### src/rtl/prod3_pkg.sv
// Shared types and constants for the program-3 product engine.
// The engine computes D = A * B * C on 8-bit signed operands into a 24-bit product.
package prod3_pkg;

    localparam int OPW       = 8;
    localparam int PW        = 24;
    localparam int MUL_ITERS = 8;

    typedef enum logic [3:0] {
        IDLE,
        RD_A,
        RD_B,
        RD_C,
        MUL1,
        MUL2,
        FIX,
        WR0,
        WR1,
        WR2,
        DONE
    } state_t;

    // Unsigned magnitude of a two's-complement byte; -128 maps to 128.
    function automatic logic [OPW-1:0] mag8(input logic [OPW-1:0] v);
        return v[OPW-1] ? (~v + 1'b1) : v;
    endfunction

endpackage

### src/rtl/prod3_engine_seq_mult_u.sv
// Unsigned 16x8 shift-add multiplier with a 24-bit result.
// The load cycle performs the first partial product, so a result takes MUL_ITERS edges.
module seq_mult_u
    import prod3_pkg::*;
(
    input  logic          clk,
    input  logic          reset,
    input  logic          load,
    input  logic [15:0]   a,
    input  logic [OPW-1:0] b,
    output logic          busy,
    output logic          valid,
    output logic [PW-1:0] product
);

    localparam int CW = $clog2(MUL_ITERS);

    logic [PW-1:0]  acc;
    logic [PW-1:0]  mcand;
    logic [OPW-1:0] mplier;
    logic [CW-1:0]  cnt;

    // NOTE: sequential state is updated only with non-blocking assignments so every
    // register samples the pre-edge values of its neighbours.
    always_ff @(posedge clk) begin
        if (!reset) begin
            acc    <= '0;
            mcand  <= '0;
            mplier <= '0;
            cnt    <= '0;
            busy   <= 1'b0;
            valid  <= 1'b0;
        end else if (load) begin
            acc    <= b[0] ? PW'(a) : '0;
            mcand  <= PW'(a) << 1;
            mplier <= b >> 1;
            cnt    <= CW'(MUL_ITERS - 1);
            busy   <= 1'b1;
            valid  <= 1'b0;
        end else if (busy) begin
            if (mplier[0])
                acc <= acc + mcand;
            mcand  <= mcand << 1;
            mplier <= mplier >> 1;
            cnt    <= cnt - 1'b1;
            if (cnt == CW'(1)) begin
                busy  <= 1'b0;
                valid <= 1'b1;
            end
        end else begin
            valid <= 1'b0;
        end
    end

    assign product = acc;

endmodule

### src/rtl/prod3_engine.sv
// Hardwired program-3 responder: reads three signed bytes from data memory,
// multiplies them, writes the 24-bit product back little-endian and raises done.
module prod3_engine
    import prod3_pkg::*;
#(
    parameter int OP_BASE  = 0,
    parameter int RES_BASE = 3,
    parameter int AW       = 8
) (
    input  logic          clk,
    input  logic          reset,
    input  logic          start,
    output logic          done,
    output logic [AW-1:0] mem_addr,
    input  logic [7:0]    mem_rd_data,
    output logic          mem_wr_en,
    output logic [7:0]    mem_wr_data
);

    state_t         state, next_state;
    logic           start_q;
    logic           fall;
    logic [OPW-1:0] a_mag, b_mag, c_mag;
    logic           sign;
    logic [PW-1:0]  p;

    logic           mult_load;
    logic [15:0]    mult_a;
    logic [OPW-1:0] mult_b;
    logic           mult_busy;
    logic           mult_valid;
    logic [PW-1:0]  mult_product;

    logic           addr_upd;
    logic [AW-1:0]  addr_nxt;

    assign fall = start_q & ~start;

    // NOTE: every signal written here gets a default first, so no path leaves a
    // value unassigned and no latch is inferred.
    always_comb begin
        next_state = state;
        case (state)
            IDLE:    if (fall) next_state = RD_A;
            RD_A:    next_state = RD_B;
            RD_B:    next_state = RD_C;
            RD_C:    next_state = MUL1;
            MUL1:    if (!mult_busy && mult_valid) next_state = MUL2;
            MUL2:    if (!mult_busy && mult_valid) next_state = FIX;
            FIX:     next_state = WR0;
            WR0:     next_state = WR1;
            WR1:     next_state = WR2;
            WR2:     next_state = DONE;
            DONE:    if (start) next_state = IDLE;
            default: next_state = IDLE;
        endcase
    end

    // The multiplier is shared: first |A|*|B|, then that result times |C|.
    always_comb begin
        mult_load = 1'b0;
        mult_a    = mult_product[15:0];
        mult_b    = c_mag;
        if (state == RD_C) begin
            mult_load = 1'b1;
            mult_a    = 16'(a_mag);
            mult_b    = b_mag;
        end else if (state == MUL1 && next_state == MUL2) begin
            mult_load = 1'b1;
        end
    end

    // Address is registered on entry to each access state so it is valid for the
    // whole cycle of that state, and holds otherwise.
    always_comb begin
        addr_upd = 1'b1;
        addr_nxt = mem_addr;
        case (next_state)
            RD_A:    addr_nxt = AW'(OP_BASE);
            RD_B:    addr_nxt = AW'(OP_BASE + 1);
            RD_C:    addr_nxt = AW'(OP_BASE + 2);
            WR0:     addr_nxt = AW'(RES_BASE);
            WR1:     addr_nxt = AW'(RES_BASE + 1);
            WR2:     addr_nxt = AW'(RES_BASE + 2);
            default: addr_upd = 1'b0;
        endcase
        if (next_state == state)
            addr_upd = 1'b0;
    end

    always_ff @(posedge clk) begin
        if (!reset) begin
            state    <= IDLE;
            start_q  <= 1'b1;
            a_mag    <= '0;
            b_mag    <= '0;
            c_mag    <= '0;
            sign     <= 1'b0;
            p        <= '0;
            mem_addr <= '0;
        end else begin
            state   <= next_state;
            start_q <= start;
            case (state)
                RD_A: begin
                    a_mag <= mag8(mem_rd_data);
                    sign  <= mem_rd_data[7];
                end
                RD_B: begin
                    b_mag <= mag8(mem_rd_data);
                    sign  <= sign ^ mem_rd_data[7];
                end
                RD_C: begin
                    c_mag <= mag8(mem_rd_data);
                    sign  <= sign ^ mem_rd_data[7];
                end
                // Negating zero yields zero, so no special case is needed.
                FIX:     p <= sign ? (~mult_product + 1'b1) : mult_product;
                default: ;
            endcase
            if (addr_upd)
                mem_addr <= addr_nxt;
        end
    end

    always_comb begin
        done        = (state == DONE);
        mem_wr_en   = 1'b0;
        mem_wr_data = '0;
        case (state)
            WR0: begin
                mem_wr_en   = 1'b1;
                mem_wr_data = p[7:0];
            end
            WR1: begin
                mem_wr_en   = 1'b1;
                mem_wr_data = p[15:8];
            end
            WR2: begin
                mem_wr_en   = 1'b1;
                mem_wr_data = p[23:16];
            end
            default: ;
        endcase
    end

    seq_mult_u u_mult (
        .clk     (clk),
        .reset   (reset),
        .load    (mult_load),
        .a       (mult_a),
        .b       (mult_b),
        .busy    (mult_busy),
        .valid   (mult_valid),
        .product (mult_product)
    );

endmodule

### config.mk
export PLATFORM = sky130hd
export DESIGN_NAME = prod3_engine
export DESIGN_NICKNAME = d
export VERILOG_FILES = /design/src/rtl/prod3_pkg.sv /design/src/rtl/prod3_engine_seq_mult_u.sv /design/src/rtl/prod3_engine.sv
export SDC_FILE = /design/constraint.sdc
export NUM_CORES = 1
export LEC_CHECK = 0
export ABC_CLOCK_PERIOD_IN_PS = 3200
export CAP_MARGIN = 40
export CORE_MARGIN = 5
export CORE_UTILIZATION = 60
export CTS_CLUSTER_SIZE = 12
export DETAILED_ROUTE_END_ITERATION = 10
export HOLD_SLACK_MARGIN = 0.03
export MAX_ROUTING_LAYER = met4
export PLACE_DENSITY = 0.87
export SYNTH_ARGS = -nofsm -noshare
export SYNTH_HDL_FRONTEND = slang
export SYNTH_HIERARCHICAL = 1
export SYNTH_SLANG_ARGS = --single-unit
### constraint.sdc
create_clock -name clk -period 3.2 [get_ports clk]
set_input_delay 0.8 -clock clk [delete_from_list [all_inputs] [get_ports clk]]
set_output_delay 0.8 -clock clk [all_outputs]
set_load 0.005 [all_outputs]
# --- Word level (Yosys, flattened, before mapping) ---
# Index checks and enable logic that the tools add are counted.
word_totals:
  reg_bits: 121
  latch_bits: 0
  mem_bits_rw: 0
  rom_bits: 0
  inputBits: 11
  output_inout_bits: 18
  wordCells: 90
  mem_count: 0
classes:
  addsub: 4
  mul: 0
  n_div: 0
  n_lt_le_gt_ge: 0
  eq_ne: 19
  n_shift: 0
  n_mux: 30
  bitwise_logic: 7
  n_reduce_logical: 15
ops:
  columns: ["op", "count"]
  rows:
  - ["24-bit 2-to-1 mux", 4]
  - ["8-bit one-hot mux with 6 select lines", 1]
  - ["4-bit one-hot mux with 11 select lines", 1]
  - ["17-bit 2-to-1 mux", 2]
  - ["16-bit 2-to-1 mux", 2]
  - ["24-bit by 1-bit adder with 24-bit output (second input constant)", 1]
  - ["24-bit adder", 1]
  - ["4-bit by 3-bit == test with 1-bit output (second input constant)", 6]
  - ["24-bit inverter", 1]
  - ["8-bit one-hot mux with 3 select lines", 1]
  - ["4-bit == test (second input constant)", 5]
  - ["4-bit by 2-bit == test with 1-bit output (second input constant)", 4]
  - ["4-bit 2-to-1 mux", 4]
  - ["8-bit 2-to-1 mux", 2]
  - ["7-bit 2-to-1 mux", 2]
  - ["8-bit by 1-bit adder with 8-bit output (second input constant)", 1]
  - ["4-bit by 1-bit == test with 1-bit output (second input constant)", 2]
  - ["1-bit 2-to-1 mux", 8]
  - ["8-bit inverter", 1]
  - ["3-bit 2-to-1 mux", 2]
  - ["2-bit nonzero test", 3]
  - ["6-bit nonzero test", 1]
  - ["3-bit OR reduction", 2]
  - ["6-bit OR reduction", 1]
  - ["other kinds (12)", 17]

# --- Longest topological paths before layout ---
# Gate-level depths: netlist (run 1).
depth:
  depth_word: 10
  ltp_mapped: 12

# --- By module ---
# The synthesis (run 1) kept the hierarchy.
modules_own_cells:
  columns: ["module", "instances", "cells_each", "area_each_um2"]
  rows:
  - ["seq_mult_u", 1, 461, 3642.2]
  - ["prod3_engine", 1, 439, 3308.2]

# --- Worst setup path after synthesis (run 1) ---
# OpenSTA, ideal clock, no wires.
synth_path:
  path_kind: "register to register"
  start: "reg u_mult.acc[2] (netlist: u_mult/product[2])"
  end: "reg u_mult.acc[21] (netlist: u_mult/product[21])"
  arrival_time_ns: 2.334
  setup_slack_ns: 0.749
  path_stages_with_launch: 10
  path_cell_list: "dfxtp_1 -> inv_1 -> fa_1 -> and2b_4 -> o2111ai_2 -> a211oi_2 -> o21ai_4 -> a2111oi_4 -> mux2i_1 -> nand2_1"
synth_via:
  elab_chain_len: 4
synth_rtl:
  columns: ["element", "line_no", "rtl"]
  rows:
  - ["start, declared", "prod3_engine_seq_mult_u.sv:18", "logic [PW-1:0] acc;"]
  - ["start signal, assigned", "prod3_engine_seq_mult_u.sv:34", "acc <= b[0] ? PW'(a) : '0;"]
  - ["start signal, assigned", "prod3_engine_seq_mult_u.sv:42", "acc <= acc + mcand;"]
  - ["24-bit adder", "prod3_engine_seq_mult_u.sv:42", null]
  - ["24-bit 2-to-1 mux", "prod3_engine_seq_mult_u.sv:41", "if (mplier[0])"]
  - ["24-bit 2-to-1 mux", "prod3_engine_seq_mult_u.sv:40", "end else if (busy) begin"]
  - ["24-bit 2-to-1 mux", "prod3_engine_seq_mult_u.sv:33", "end else if (load) begin"]
# No other way between the ends. The select of a mux whose other input is x is not followed.
# A chain may end at the register's enable or synchronous reset.

# --- Final worst setup path (run 1) ---
layout_path:
  start: "reg state[2]"
  end: "out mem_wr_data[2]"
layout_via:
  elab_chain_len: 2
  word_cells_on_any_way: 4
layout_rtl:
  columns: ["element", "line_no", "rtl"]
  rows:
  - ["start, declared", "prod3_engine.sv:20", "state_t state, next_state;"]
  - ["start signal, assigned", "prod3_engine.sv:102", "state <= next_state;"]
  - ["4-bit == test or 4-bit by 3-bit == test with 1-bit output (tied branches)", "prod3_engine.sv:130", "case (state)"]
  - ["8-bit one-hot mux with 3 select lines *", "prod3_engine.sv:130", null]
  - ["end, declared", "prod3_engine.sv:17", "output logic [7:0] mem_wr_data"]
# Every way passes the cells marked *; elsewhere a longest branch is shown, timed or not.

==> results of run 1 <==
-- sequential cells by signal, indices dropped and copies added (netlist names), 4 cells and up --
signal	count
p	24
u_mult/product	24
u_mult/mcand	23
a_mag	8
b_mag	8
c_mag	8
u_mult/mplier	7
state	4
-- placed cells by master, fill, tap and decap left out, types with 4 or more instances in the layout --
master | Yosys | routed
clkbuf_8 | 0 | 7
nor3b_1 | 4 | 4
nor2b_1 | 6 | 6
a211oi_1 | 19 | 19
buf_4 | 5 | 25
conb_1 | 1 | 5
xnor2_1 | 17 | 17
a2bb2oi_1 | 4 | 4
nand2b_1 | 14 | 14
nand4_1 | 7 | 7
dfxtp_1 | 116 | 115
clkbuf_16 | 0 | 17
o21bai_1 | 4 | 4
nor3_1 | 10 | 9
a222oi_1 | 8 | 8
o21a_1 | 5 | 5
and3_1 | 7 | 7
a31oi_1 | 9 | 9
nor4_1 | 6 | 6
or3_1 | 9 | 9
nor2_1 | 139 | 137
nand3_1 | 12 | 12
clkdlybuf4s50_1 | 0 | 23
mux2i_1 | 42 | 42
a21oi_1 | 88 | 87
ha_1 | 26 | 26
and2_1 | 11 | 11
o21ai_0 | 49 | 49
xor2_1 | 18 | 18
a21o_1 | 9 | 9
nand2_1 | 105 | 105
inv_1 | 27 | 27
o22ai_1 | 5 | 5
o211ai_1 | 8 | 8
-- synthesized netlist by cell type, drive strengths merged, types with 2 or more instances --
cell type,n,area [µm²]
a211oi,21,168
a21o,10,76.3
a21oi,90,458
a222oi,8,80.1
a2bb2oi,4,35.0
a31o,2,17.5
a31oi,9,56.3
a41oi,3,26.3
and2,13,82.6
and2b,2,17.5
and3,7,43.8
and4,2,17.5
buf,20,103
clkbuf,40,150
dfxtp,116,2320
ha,26,325
inv,27,101
mux2i,42,420
nand2,105,394
nand2b,14,87.6
nand3,13,70.1
nand4,7,43.8
nor2,139,522
nor2b,6,37.5
nor3,13,80.1
nor3b,4,30.0
nor4,7,58.8
o2111ai,4,41.3
o211ai,8,60.1
o21a,5,37.5
o21ai,51,267
o21bai,4,30.0
o22ai,5,31.3
o31a,2,17.5
o31ai,3,22.5
o41ai,3,41.3
or2,3,18.8
or3,9,56.3
xnor2,17,149
xor2,18,158
-- through the flow --
stage / setup WS, ps / hold WS, ps / total power (µW) / instances
finish: 186 / 459 / 4020 / 1066
global route: 43.8 / 494 / 4160 / 1066
CTS: 119 / 460 / 4020 / 1065
detailed placement: 561 / 442 / 2000 / 1034
global placement: 624 / 429 / 2000 / 1034
floorplan: 749 / 417 / 1890 / 904
-- worst max-delay path, cell delays in order (launching register included) --
cell and delay [ps]:
dfxtp_1 380, nand2b_1 270, nor2_1 420, a222oi_1 170, inv_1 80, clkdlybuf4s50_1 490
-- worst paths after layout --
kind	startpoint	endpoint	slack, ps	cells past startpoint
max	state[2]	mem_wr_data[2]	190	5
min	u_mult/valid	u_mult/valid	460	2
max reg2reg	u_mult/product[2]	u_mult/product[21]	470	9
min reg2reg	u_mult/valid	u_mult/valid	460	2
-- where the power goes --
group          switching, µW  internal (µW)  leakage (µW)  total [µW]
clock network            652           1360      0.000307        2020
logic                    283            179       0.00193         462
registers               43.2           1500      0.000938        1540
total                    978           3040       0.00318        4020
-- layout make-up --
| type | count | area share, % |
|---|---|---|
| Sequential cell | 116 | 29.1 |
| Tap cell | 143 | 2.24 |
| Clock buffer | 24 | 6.54 |
| Timing Repair Buffer | 48 | 5.24 |
| Clock inverter | 7 | 1.47 |
| Inverter | 27 | 1.27 |
| Multi-Input combinational cell | 701 | 54.1 |
-- cell families after synthesis --
logic type	after synthesis	synth area share [%]
xor+xnor	35	4.41
fa+ha+maj	27	4.97
other cells	1	0.0540
mux	43	6.21
compound gates	245	23.1
flops	116	33.4
buf+inv	87	5.09
simple gates	346	22.8
-- per-layer routing --
layer	global-route usage [%]	vias up
met5	-	-
met1	33.5	3093
met3	5.72	45
met4	9.61	0
li1	-	3194
met2	41.5	303
-- repair_timing --
item	4_1_cts	5_1_grt
gates resized for setup	0	2
setup endpoints to repair	0	8
hold endpoints to repair	0	0
==> flow_metrics.env, run 1 <==
export IMPL_postCtsHoldBufs=0
export IMPL_n_fill_cell=846
export IMPL_slew_viol_final=0
export IMPL_relSlewSlack_pct=42.4
export IMPL_synthDistinctLibCells=73
export IMPL_regArea_um2=2320
export IMPL_rsz0062_at_grt="false"
export IMPL_numCtsBuffers=17
export IMPL_port_buffers=23
export IMPL_setup_viol=0
export IMPL_finalInstanceArea_um2=7980
export IMPL_clkTransAtPathRegs_ps=50
export IMPL_placed_area_um2=7320
export IMPL_post_cts_buffers=0
export IMPL_grt_pass1_wl_um=29900
export IMPL_grt_pass1_vias=6150
export IMPL_synth_edf_count=0
export IMPL_cts_buffer_depth=2
export IMPL_ys_warnings_count=6
export IMPL_utilization_pct=70.2
export IMPL_synth_area_um2=6950
export IMPL_synth_seq_area_share_pct=33.4
export IMPL_ys_ff_latch=116
export IMPL_syn_avg_cell_area_um2=7.72
export IMPL_num_vias=6635
export IMPL_rows=39
export IMPL_arrival_ps=2210
export IMPL_dr_wl_met2_um=8490
export IMPL_io_pins=29
export IMPL_irDropWorstVdd_v=0.000445
export IMPL_avgViaCountPerCell=6.22
export IMPL_cts_max_level=4
export IMPL_wl_met3_um=1620
export IMPL_top_layer="met4"
export IMPL_cts_root_buf="clkbuf_16"
export IMPL_grt_max_degree=64
export IMPL_die_height_um=118
export IMPL_hold_violations=0
export IMPL_dieWidth_um=118
export IMPL_areaGrowthSynthToFinish_pct=14.8
export IMPL_drt_initial_drc_count=850
export IMPL_powerDensity_nw_per_um2=503
export IMPL_fin_crit_sh_pct=94.2
export IMPL_fin_crit_ps=3010
export IMPL_criticalPathCategory="flop to primary output"
export IMPL_worstPathMaxFanout=8
export IMPL_dieArea_um2=13800
export IMPL_grt_ovfl_total=0
export IMPL_routedWlPerCell_um=17.0
export IMPL_dp_final_hpwl_um=12100
export IMPL_synthCells=900
export IMPL_p_leak_uw=0.00318
export IMPL_async_flop_share_pct=0
export IMPL_cts_tree="built"
export IMPL_multi_input_area_um2=4320
export IMPL_worstHoldPathType="flop to flop"
export IMPL_synth_flop_cell="dfxtp_1"
export IMPL_route_detailed_drc=0
export IMPL_timing_max_cap_violations=0
export IMPL_clock_skew_ps=5.06
export IMPL_drt_wl_total_um=18200
export IMPL_ant_nets=0
export IMPL_fmax_ghz=0.332
export IMPL_tightest_slew_ps=859
export IMPL_cp_required_ps=2400
export IMPL_crit_path_end_kind="primary output"
export IMPL_insertion_delay_ps=410
export IMPL_core_area_um2=11400
export IMPL_cts_sinks=116
export IMPL_cp_start_kind="flop"
export IMPL_wl_met1_um=7640
export IMPL_status="completed"
export IMPL_drtPass1Iterations=6
export IMPL_start_util_pct=61.1
export IMPL_grt_usage_pct=26.4
export IMPL_antenna_found_initial=0
export IMPL_nNetsFinal=949
export IMPL_fin_tns_setup_ps=0
export IMPL_routabilityCongestion=0.949
export IMPL_layout_drive_gt1_share_pct=9.43
export IMPL_n_antenna_cell=0
Note: power is estimated with default switching activity, not from simulation.
==> inputs of run 2 (changes only) <==
- MAX_ROUTING_LAYER: met4 -> default
==> flow_metrics.env, run 2 (same netlist as run 1, synthesis figures left out) <==
export IMPL_dieWidth_um=118
export IMPL_n_antenna_cell=0
export IMPL_insertion_delay_ps=420
export IMPL_slew_viol_final=0
export IMPL_p_leak_uw=0.00315
export IMPL_grt_ovfl_total=0
export IMPL_avgViaCountPerCell=6.27
export IMPL_rows=39
export IMPL_crit_chain="nand2_1 -> nor2_4 -> a222oi_1 -> inv_1 -> clkdlybuf4s50_1"
export IMPL_routabilityCongestion=0.935
export IMPL_worstHoldPathType="flop to flop"
export IMPL_hold_violations=0
export IMPL_nNetsFinal=948
export IMPL_dieArea_um2=13800
export IMPL_clock_skew_ps=7.75
export IMPL_grt_usage_pct=25.9
export IMPL_routedWlPerCell_um=17.1
export IMPL_final_cell_mix="nor2_1, dfxtp_1, nand2_1, a21oi_1, o21ai_0"
export IMPL_clkTransAtPathRegs_ps=50
export IMPL_fin_crit_sh_pct=94.1
export IMPL_path_buf_inv=2
export IMPL_rsz0062_at_grt="false"
export IMPL_num_vias=6680
export IMPL_cts_buffer_depth=2
export IMPL_n_fill_cell=851
export IMPL_status="complete, but fails checks"
export IMPL_ant_nets=0
export IMPL_grt_pass1_wl_um=30000
export IMPL_criticalPathCategory="flop to primary output"
export IMPL_layout_drive_gt1_share_pct=9.33
export IMPL_antenna_found_initial=0
export IMPL_grt_max_degree=64
export IMPL_cp_required_ps=2400
export IMPL_layout_setup_ws_ps=187
export IMPL_numCtsBuffers=17
export IMPL_start_util_pct=61.1
export IMPL_timing_max_cap_violations=0
export IMPL_grt_pass1_vias=6130
export IMPL_crit_path_end_kind="primary output"
export IMPL_drtPass1Iterations=11
export IMPL_cts_tree="built"
export IMPL_die_height_um=118
export IMPL_pre_cts_ws_ps=368
export IMPL_setup_viol=0
export IMPL_cp_start_kind="flop"
export IMPL_crit_family="buffers and inverters"
export IMPL_route_detailed_drc=1
export IMPL_io_pins=29
export IMPL_tightest_slew_ps=936
export IMPL_worstPathMaxFanout=10
export IMPL_arrival_ps=2210
export IMPL_max_stage_delay_ps=520
export IMPL_dp_final_hpwl_um=12200
export IMPL_cts_sinks=116
export IMPL_drt_wl_total_um=18200
export IMPL_drt_initial_drc_count=864
export IMPL_cp_slowest_cell="dfxtp_1"
export IMPL_relSlewSlack_pct=37.3
export IMPL_port_buffers=23
export IMPL_final_common_cell="nor2_1"
export IMPL_cts_max_level=4
export IMPL_areaGrowthSynthToFinish_pct=14.0
export IMPL_fmax_ghz=0.332
export IMPL_cts_root_buf="clkbuf_16"
export IMPL_postCtsHoldBufs=0
export IMPL_violations="design-rule violations"
export IMPL_fin_crit_ps=3010
export IMPL_powerDensity_nw_per_um2=489
export IMPL_irDropWorstVdd_v=0.000411
export IMPL_fin_tns_setup_ps=0
export IMPL_post_cts_buffers=0
export IMPL_core_area_um2=11400
run 2: cell types whose count changed in the layout (fill, tap and decap cells not counted), sizes merged:
cell,previous run,this run
clkinv,1,4
clkbuf,24,22
buf,25,24
bufinv,3,2
run 2: layout make-up:
type	instances	area, µm²	area share, %
Inverter	27	101	1.28
Tap cell	143	179	2.26
Timing Repair Buffer	47	410	5.18
Clock inverter	9	103	1.29
Clock buffer	22	484	6.11
Multi-Input combinational cell	701	4320	54.6
Sequential cell	116	2320	29.3
run 2: final timing paths:
check	slack (ps)	end	start	depth (start not counted)
min	440	u_mult/valid	u_mult/valid	2
min reg2reg	440	u_mult/valid	u_mult/valid	2
max reg2reg	530	u_mult/product[21]	u_mult/product[2]	9
max	190	mem_wr_data[3]	state[0]	5
run 2: routing by layer:
metal / wire length (µm) / global-route usage [%] / vias to the layer above
met1: 7670 / 33.1 / 3102
met5: 0 / 0 / -
li1: - / - / 3198
met2: 8420 / 41.3 / 320
met4: 625 / 12.1 / 0
met3: 1450 / 5.86 / 60
run 2: where the power goes:
| group | switching (µW) | internal [µW] | total (µW) |
|---|---|---|---|
| Combinational | 283 | 178 | 461 |
| Clock | 657 | 1220 | 1870 |
| Sequential | 42.5 | 1500 | 1540 |
run 2: repair_timing:
item | CTS | global route
setup endpoints to repair | 8 | 8
hold endpoints to repair | 0 | 0
gates resized for setup | 1 | 3
run 2: per-stage QoR:
stage	total power [µW]	area, µm²	std cells	utilization [%]	hold WS [ps]
floorplan	1890	6970	904	-	417
detailed placement	2010	7320	1034	64.4	434
CTS	3870	7910	1065	69.6	449
global placement	2000	7320	1034	64.4	429
global route	4010	7930	1065	69.7	484
finish	3870	7930	1065	69.7	443
run 2: worst reg2reg max path, delay by kind of cell, from the launching register on:
family,cells,cell delay (ps)
AND/OR/NAND/NOR,2,330
adder cells (fa/ha/maj),1,430
buffers and inverters,1,120
multiplexers,1,230
flip-flops,1,510
AO/OA/AOI/OAI,4,940
